$ cat config.mk
export PLATFORM = sky130hd
export DESIGN_NAME = aud_recorder_flat
export DESIGN_NICKNAME = d
export VERILOG_FILES = /design/src/rtl/aud_recorder_if.sv /design/src/rtl/aud_recorder.sv /design/src/flat_wrapper.sv
export SDC_FILE = /design/constraint.sdc
export NUM_CORES = 1
export LEC_CHECK = 0
export ABC_AREA = 0
export BUFFER_PORTS_ARGS = -buffer_cell sky130_fd_sc_hd__buf_2
export CAP_MARGIN = 20
export CELL_PAD_IN_SITES_DETAIL_PLACEMENT = 1
export CELL_PAD_IN_SITES_GLOBAL_PLACEMENT = 2
export CORE_ASPECT_RATIO = 1.2
export CORE_MARGIN = 5
export CORE_UTILIZATION = 34
export DETAILED_ROUTE_END_ITERATION = 12
export PLACE_DENSITY_LB_ADDON = 0.25
export SYNTH_ARGS = -nofsm -noshare
export SYNTH_HDL_FRONTEND = slang
export SYNTH_SLANG_ARGS = --single-unit
export TNS_END_PERCENT = 100
$ cat constraint.sdc
create_clock -name i_clk -period 2.35 [get_ports i_clk]
set_input_delay 0.235 -clock i_clk [delete_from_list [all_inputs] [get_ports i_clk]]
set_output_delay 0.235 -clock i_clk [all_outputs]
set_load 0.01 [all_outputs]
$ cat src/rtl/aud_recorder_if.sv
// SRAM write-port bundle between the audio recorder and the sample memory.
// The recorder drives the bus (master); the SRAM side only observes it (slave).
interface aud_recorder_if #(
    parameter int DATA_W = 16,
    parameter int ADDR_W = 20
);
    logic [DATA_W-1:0] o_data;
    logic [ADDR_W-1:0] o_address;
    logic              o_wr;
    logic [ADDR_W-1:0] o_last_addr;

    modport master (
        output o_data,
        output o_address,
        output o_wr,
        output o_last_addr
    );

    modport slave (
        input o_data,
        input o_address,
        input o_wr,
        input o_last_addr
    );
endinterface

$ cat src/rtl/aud_recorder.sv
// I2S left-channel capture: deserialises 16-bit ADC words clocked by the codec BCLK
// and writes one sample per LRC period to sequential SRAM addresses.
module aud_recorder #(
    parameter int              DATA_W   = 16,
    parameter int              ADDR_W   = 20,
    parameter logic [ADDR_W-1:0] MAX_ADDR = 20'hFFFFF
) (
    input  logic                  i_clk,
    input  logic                  i_rst_n,
    input  logic                  i_init_done,
    input  logic                  i_lrc,
    input  logic                  i_data,
    input  logic                  i_start,
    input  logic                  i_pause,
    input  logic                  i_stop,
    aud_recorder_if.master        wr_bus,
    output logic                  o_busy,
    output logic                  o_full,
    output logic [2:0]            o_state
);

    localparam int CNT_W = $clog2(DATA_W + 1);

    typedef enum logic [2:0] {
        S_IDLE  = 3'd0,
        S_WAIT  = 3'd1,
        S_SHIFT = 3'd2,
        S_WRITE = 3'd3,
        S_PAUSE = 3'd4
    } state_t;

    state_t            r_state;
    state_t            w_next;
    logic              r_lrc_prev;
    logic [DATA_W-1:0] r_shift;
    logic [DATA_W-1:0] r_data;
    logic [CNT_W-1:0]  r_bit_cnt;
    logic              r_pause_pending;
    logic [ADDR_W-1:0] r_address;
    logic [ADDR_W-1:0] r_last_addr;
    logic              r_full;

    logic              w_frame_start;
    logic              w_last_bit;
    logic              w_at_end;
    logic [DATA_W-1:0] w_shift_next;

    assign w_frame_start = r_lrc_prev & ~i_lrc;
    assign w_last_bit    = (r_bit_cnt == CNT_W'(DATA_W - 1));
    assign w_at_end      = (r_address == MAX_ADDR);
    assign w_shift_next  = {r_shift[DATA_W-2:0], i_data};

    // Requests resolve stop > pause > start; a write in progress always completes.
    always_comb begin
        w_next = r_state;
        case (r_state)
            S_IDLE: begin
                if (!i_stop && !i_pause && i_start && i_init_done) w_next = S_WAIT;
            end
            S_WAIT: begin
                if (i_stop)              w_next = S_IDLE;
                else if (i_pause)        w_next = S_PAUSE;
                else if (w_frame_start)  w_next = S_SHIFT;
            end
            S_SHIFT: begin
                if (i_stop)              w_next = S_IDLE;
                else if (w_last_bit)     w_next = S_WRITE;
            end
            S_WRITE: begin
                if (w_at_end || i_stop)                 w_next = S_IDLE;
                else if (r_pause_pending || i_pause)    w_next = S_PAUSE;
                else                                    w_next = S_WAIT;
            end
            S_PAUSE: begin
                if (i_stop)              w_next = S_IDLE;
                else if (i_pause)        w_next = S_PAUSE;
                else if (i_start)        w_next = S_WAIT;
            end
            default:                     w_next = S_IDLE;
        endcase
    end

    always_ff @(posedge i_clk or negedge i_rst_n) begin
        if (!i_rst_n) begin
            r_state         <= S_IDLE;
            r_lrc_prev      <= 1'b1;
            r_shift         <= '0;
            r_data          <= '0;
            r_bit_cnt       <= '0;
            r_pause_pending <= 1'b0;
            r_address       <= '0;
            r_last_addr     <= '0;
            r_full          <= 1'b0;
        end else begin
            r_state         <= w_next;
            r_lrc_prev      <= i_lrc;
            // Pause during a word is remembered only until that word's write cycle.
            r_pause_pending <= (r_state == S_SHIFT) && (r_pause_pending || i_pause);
            case (r_state)
                S_IDLE: begin
                    if (w_next == S_WAIT) begin
                        r_address <= '0;
                        r_full    <= 1'b0;
                    end
                end
                S_WAIT: begin
                    if (w_next == S_SHIFT) r_bit_cnt <= '0;
                end
                S_SHIFT: begin
                    r_shift   <= w_shift_next;
                    r_bit_cnt <= r_bit_cnt + 1'b1;
                    if (w_next == S_WRITE) r_data <= w_shift_next;
                end
                S_WRITE: begin
                    r_last_addr <= r_address;
                    if (w_at_end) r_full    <= 1'b1;
                    else          r_address <= r_address + 1'b1;
                end
                default: ;
            endcase
        end
    end

    assign wr_bus.o_data      = r_data;
    assign wr_bus.o_address   = r_address;
    assign wr_bus.o_wr        = (r_state == S_WRITE);
    assign wr_bus.o_last_addr = r_last_addr;
    assign o_busy             = (r_state != S_IDLE);
    assign o_full             = r_full;
    assign o_state            = r_state;

endmodule

$ cat src/flat_wrapper.sv
// flat-port wrapper written by rule: the top's interface ports become plain ports
module aud_recorder_flat 
#(
    parameter int              DATA_W   = 16,
    parameter int              ADDR_W   = 20,
    parameter logic [ADDR_W-1:0] MAX_ADDR = 20'hFFFFF
)
  (i_clk, i_rst_n, i_init_done, i_lrc, i_data, i_start, i_pause, i_stop, o_busy, o_full, o_state, wr_bus_o_data, wr_bus_o_address, wr_bus_o_wr, wr_bus_o_last_addr);
  aud_recorder_if #(.DATA_W(DATA_W), .ADDR_W(ADDR_W)) wr_bus_i ();
  input  logic i_clk;
  input  logic i_rst_n;
  input  logic i_init_done;
  input  logic i_lrc;
  input  logic i_data;
  input  logic i_start;
  input  logic i_pause;
  input  logic i_stop;
  output logic o_busy;
  output logic o_full;
  output logic [2:0] o_state;
  output wire logic [$bits(wr_bus_i.o_data)-1:0] wr_bus_o_data;
  output wire logic [$bits(wr_bus_i.o_address)-1:0] wr_bus_o_address;
  output wire logic [$bits(wr_bus_i.o_wr)-1:0] wr_bus_o_wr;
  output wire logic [$bits(wr_bus_i.o_last_addr)-1:0] wr_bus_o_last_addr;
  assign wr_bus_o_data = wr_bus_i.o_data;
  assign wr_bus_o_address = wr_bus_i.o_address;
  assign wr_bus_o_wr = wr_bus_i.o_wr;
  assign wr_bus_o_last_addr = wr_bus_i.o_last_addr;
  aud_recorder #(.DATA_W(DATA_W), .ADDR_W(ADDR_W), .MAX_ADDR(MAX_ADDR)) u_core (.i_clk(i_clk), .i_rst_n(i_rst_n), .i_init_done(i_init_done), .i_lrc(i_lrc), .i_data(i_data), .i_start(i_start), .i_pause(i_pause), .i_stop(i_stop), .wr_bus(wr_bus_i), .o_busy(o_busy), .o_full(o_full), .o_state(o_state));
endmodule
==> results.yml <==
clock_network:
  ctsHtreeMaxLevel: 3
  path_clk_slew_ns: 0.06
  clock_sinks: 82
  cts_resized: 0
  cts_hold_buf: 1
  tritoncts: "done"
  numCtsBuffers: 9
  clkLatencyLatePin_ns: 0.34
  clock_path_buffers: 2
  clockRootBuffer: "clkbuf_16"
  cts_setup_buffers: 0
cells_and_area:
  mostFrequentLayoutCell: "nand2_1"
  fin_area_um2: 4498
  utilization_pct: 43.19
  drive_above_1_share_pct: 28.41
  areaGrowthSynthToFinish_pct: 25.04
  fin_nets: 446
  most-common-layout-cells: "88 x nand2_1, 81 x dfrtp_1, 68 x buf_2"
  diodes: 0
critical_path:
  arrival_ns: 2.23
  crit_required_ns: 2.54
  path_delay_family: "simple AND/OR/NAND/NOR gates"
  critPathMaxStageDelay_ns: 0.66
  path_buf_inv: 0
  critPathSlowestCell: "or4_1"
  endpoint_kind: "flip-flop"
  crit_chain: "ha_1 > nand3_2 > or4_1 > o21ai_0 > o211ai_1"
  cp_max_fo: 6
  worst-setup-path-type: "flip-flop to flip-flop"
  start_kind: "flip-flop"
synth:
  synthFlopType: "dfrtp_1"
  synth_top_cell_area_share_pct: 56.35
  synth.ff_latch_count: 82
  synth_area_leaders: "dfrtp_1 56%, nand2_1 9.2%, mux2_2 5.0%, o21ai_0 3.2%, xnor2_1 2.4%"
  seq_area_frac_synth_pct: 57.08
  synthDistinctLibCells: 46
  yosysWarningCount: 0
  syn_area_per_cell_um2: 10.10
  syn_inst: 356
  netlist_area_um2: 3597
  syn_nets: 367
  synth_top_area_cell: "dfrtp_1"
  async_reset_ff_share_pct: 100.0
  synth_edf_count: 0
sta:
  clock-skew-final_ns: 0.007305
  clock.fmax_ghz: 0.4918
  fin_setup_tns_ns: 0
  worstMarginPinSlew_ns: 0.6534
  slew_headroom_pct: 56.11
  final.setup.worst_slack_ns: 0.3167
  setup_viol: 0
  timing.final.crit_period_ns: 2.033
  period_share_pct: 86.52
  maxSlewViolCount: 0
  rsz0062_at_grt: "no"
  finalHoldViolations: 0
power:
  sequentialPowerShare_pct: 46.3
  vdd_drop_max_mv: 0.3618
  power_switching_uw: 838.3
  combPwrFrac_pct: 8.7
  p_sw_share_pct: 23.95
  power_density_nw_per_um2: 778.0
  leakagePower_uw: 0.002286
  intPower_uw: 2661
  p_total_uw: 3500
  clock_power_share_pct: 45.0
floorplanning:
  die_w_um: 103.9
  die_h_um: 122.7
  start_util_pct: 34.54
  dieArea_um2: 12750
  io_pins: 70
  fp.coreArea_um2: 10410
  rows: 41
route:
  antenna_left: 0
  vias: 2851
  drc: 0
  wl_met1_mm: 3.949
  drtIter0Drc: 81
  routed_via_density: 5.011
  dr.pass1.iters: 4
  finalWirelength_mm: 9.313
  wl_met3_um: 424
  wl_met2_mm: 4.751
  topRoutingLayerUsed: "met4"
  wl_per_cell_um: 16.37
global_routing:
  grt_max_degree: 44
  grt_pass1_vias: 3136
  grt_overflow: 0
  grt_usage_pct: 15.60
  grt_pass1_wl_mm: 15.86
  antenna_found_initial: 0
hold_path:
  hp-class: "primary input to flip-flop"
place:
  dp_hpwl_mm: 6.740
  place.gp.congestion: 0.8329
  post-place-ws_ns: 0.3305
  placed_area_um2: 4149
  io_buffers: 69
status:
  outcome: "finished clean"
job:
  maxCapViolCount: 0
cells by family (layout without fill, tap and decap cells):
kind of cell | after synthesis | after routing | synth area share, %
simple gates | 151 | 151 | 20.11
compound gates | 57 | 57 | 9.809
buf+inv | 35 | 119 | 3.965
mux | 18 | 18 | 5.565
flops | 82 | 82 | 57.08
fa+ha+maj | 3 | 3 | 1.044
xor+xnor | 10 | 10 | 2.435
per-layer routing:
layer  track usage (%)  vias to the layer above
li1                  -                     1381
met1             18.15                     1405
met2             26.99                       52
met3             4.419                       13
met4             6.721                        0
met5                 0                        -
per-stage QoR:
stage | instances | hold WS, ns
2_1_floorplan | 356 | -0.06059
3_3_place_gp | 552 | 0.2700
3_5_place_dp | 552 | 0.2738
4_1_cts | 569 | 0.00008848
5_1_grt | 569 | 0.0003625
6_report | 569 | 0.01236
cell type report:
type	count	area [um^2]
clock inverters	4	72.57
fillers	1199	5916
multi-input cells	239	1401
well taps	129	161.4
repair buffers	83	467.9
inverters	20	75.07
flip-flops and latches	82	2053
clock buffers	12	266.5
power by group through the flow:
stage | clock network, uW | logic [uW] | registers [uW]
4_1_cts | 1620 | 314 | 1620
5_1_grt | 1700 | 351 | 1640
2_1_floorplan | 0 | 141 | 1650
3_5_place_dp | 0 | 313 | 1640
6_report | 1580 | 303 | 1620
3_3_place_gp | 0 | 300 | 1640
state kept, by name, indices dropped and copies added, names as in the netlist:
name / cells
u_core.o_state: 3
u_core.wr_bus.o_last_addr: 20
u_core.r_shift: 15
u_core.wr_bus.o_address: 20
u_core.r_bit_cnt: 5
u_core.o_full: 1
u_core.r_lrc_prev: 1
u_core.wr_bus.o_data: 16
u_core.r_pause_pending: 1
cells in the mapped netlist, types with 2 or more instances:
cell / n
a211oi_1: 2
a21o_1: 2
a21oi_1: 4
a22o_1: 2
a31oi_1: 3
and2_1: 2
buf_2: 3
clkbuf_1: 11
dfrtp_1: 81
ha_1: 3
inv_1: 19
mux2_2: 16
mux2i_1: 2
nand2_1: 88
nand3_1: 6
nand3b_1: 2
nand4_1: 3
nand4_2: 2
nor2_1: 13
nor2b_1: 3
nor3_1: 7
nor4_1: 6
o211ai_1: 5
o21ai_0: 23
o221ai_1: 3
o22ai_1: 10
or3_1: 3
or4_1: 5
xnor2_1: 10
final timing paths:
check / cells after the start / end / start / slack (ns)
max: 5 / u_core.o_state[0] / u_core.wr_bus.o_address[0] / 0.32
min: 1 / u_core.r_lrc_prev / i_lrc / 0.01
max reg2reg: 5 / u_core.o_state[0] / u_core.wr_bus.o_address[0] / 0.32
min reg2reg: 2 / u_core.wr_bus.o_last_addr[17] / u_core.wr_bus.o_last_addr[17] / 0.47
max in group asynchronous: 3 / u_core.wr_bus.o_data[8] / i_rst_n / 1.29
min in group asynchronous: 2 / u_core.wr_bus.o_last_addr[6] / i_rst_n / 0.44
Power figures use the tool's default switching activity.
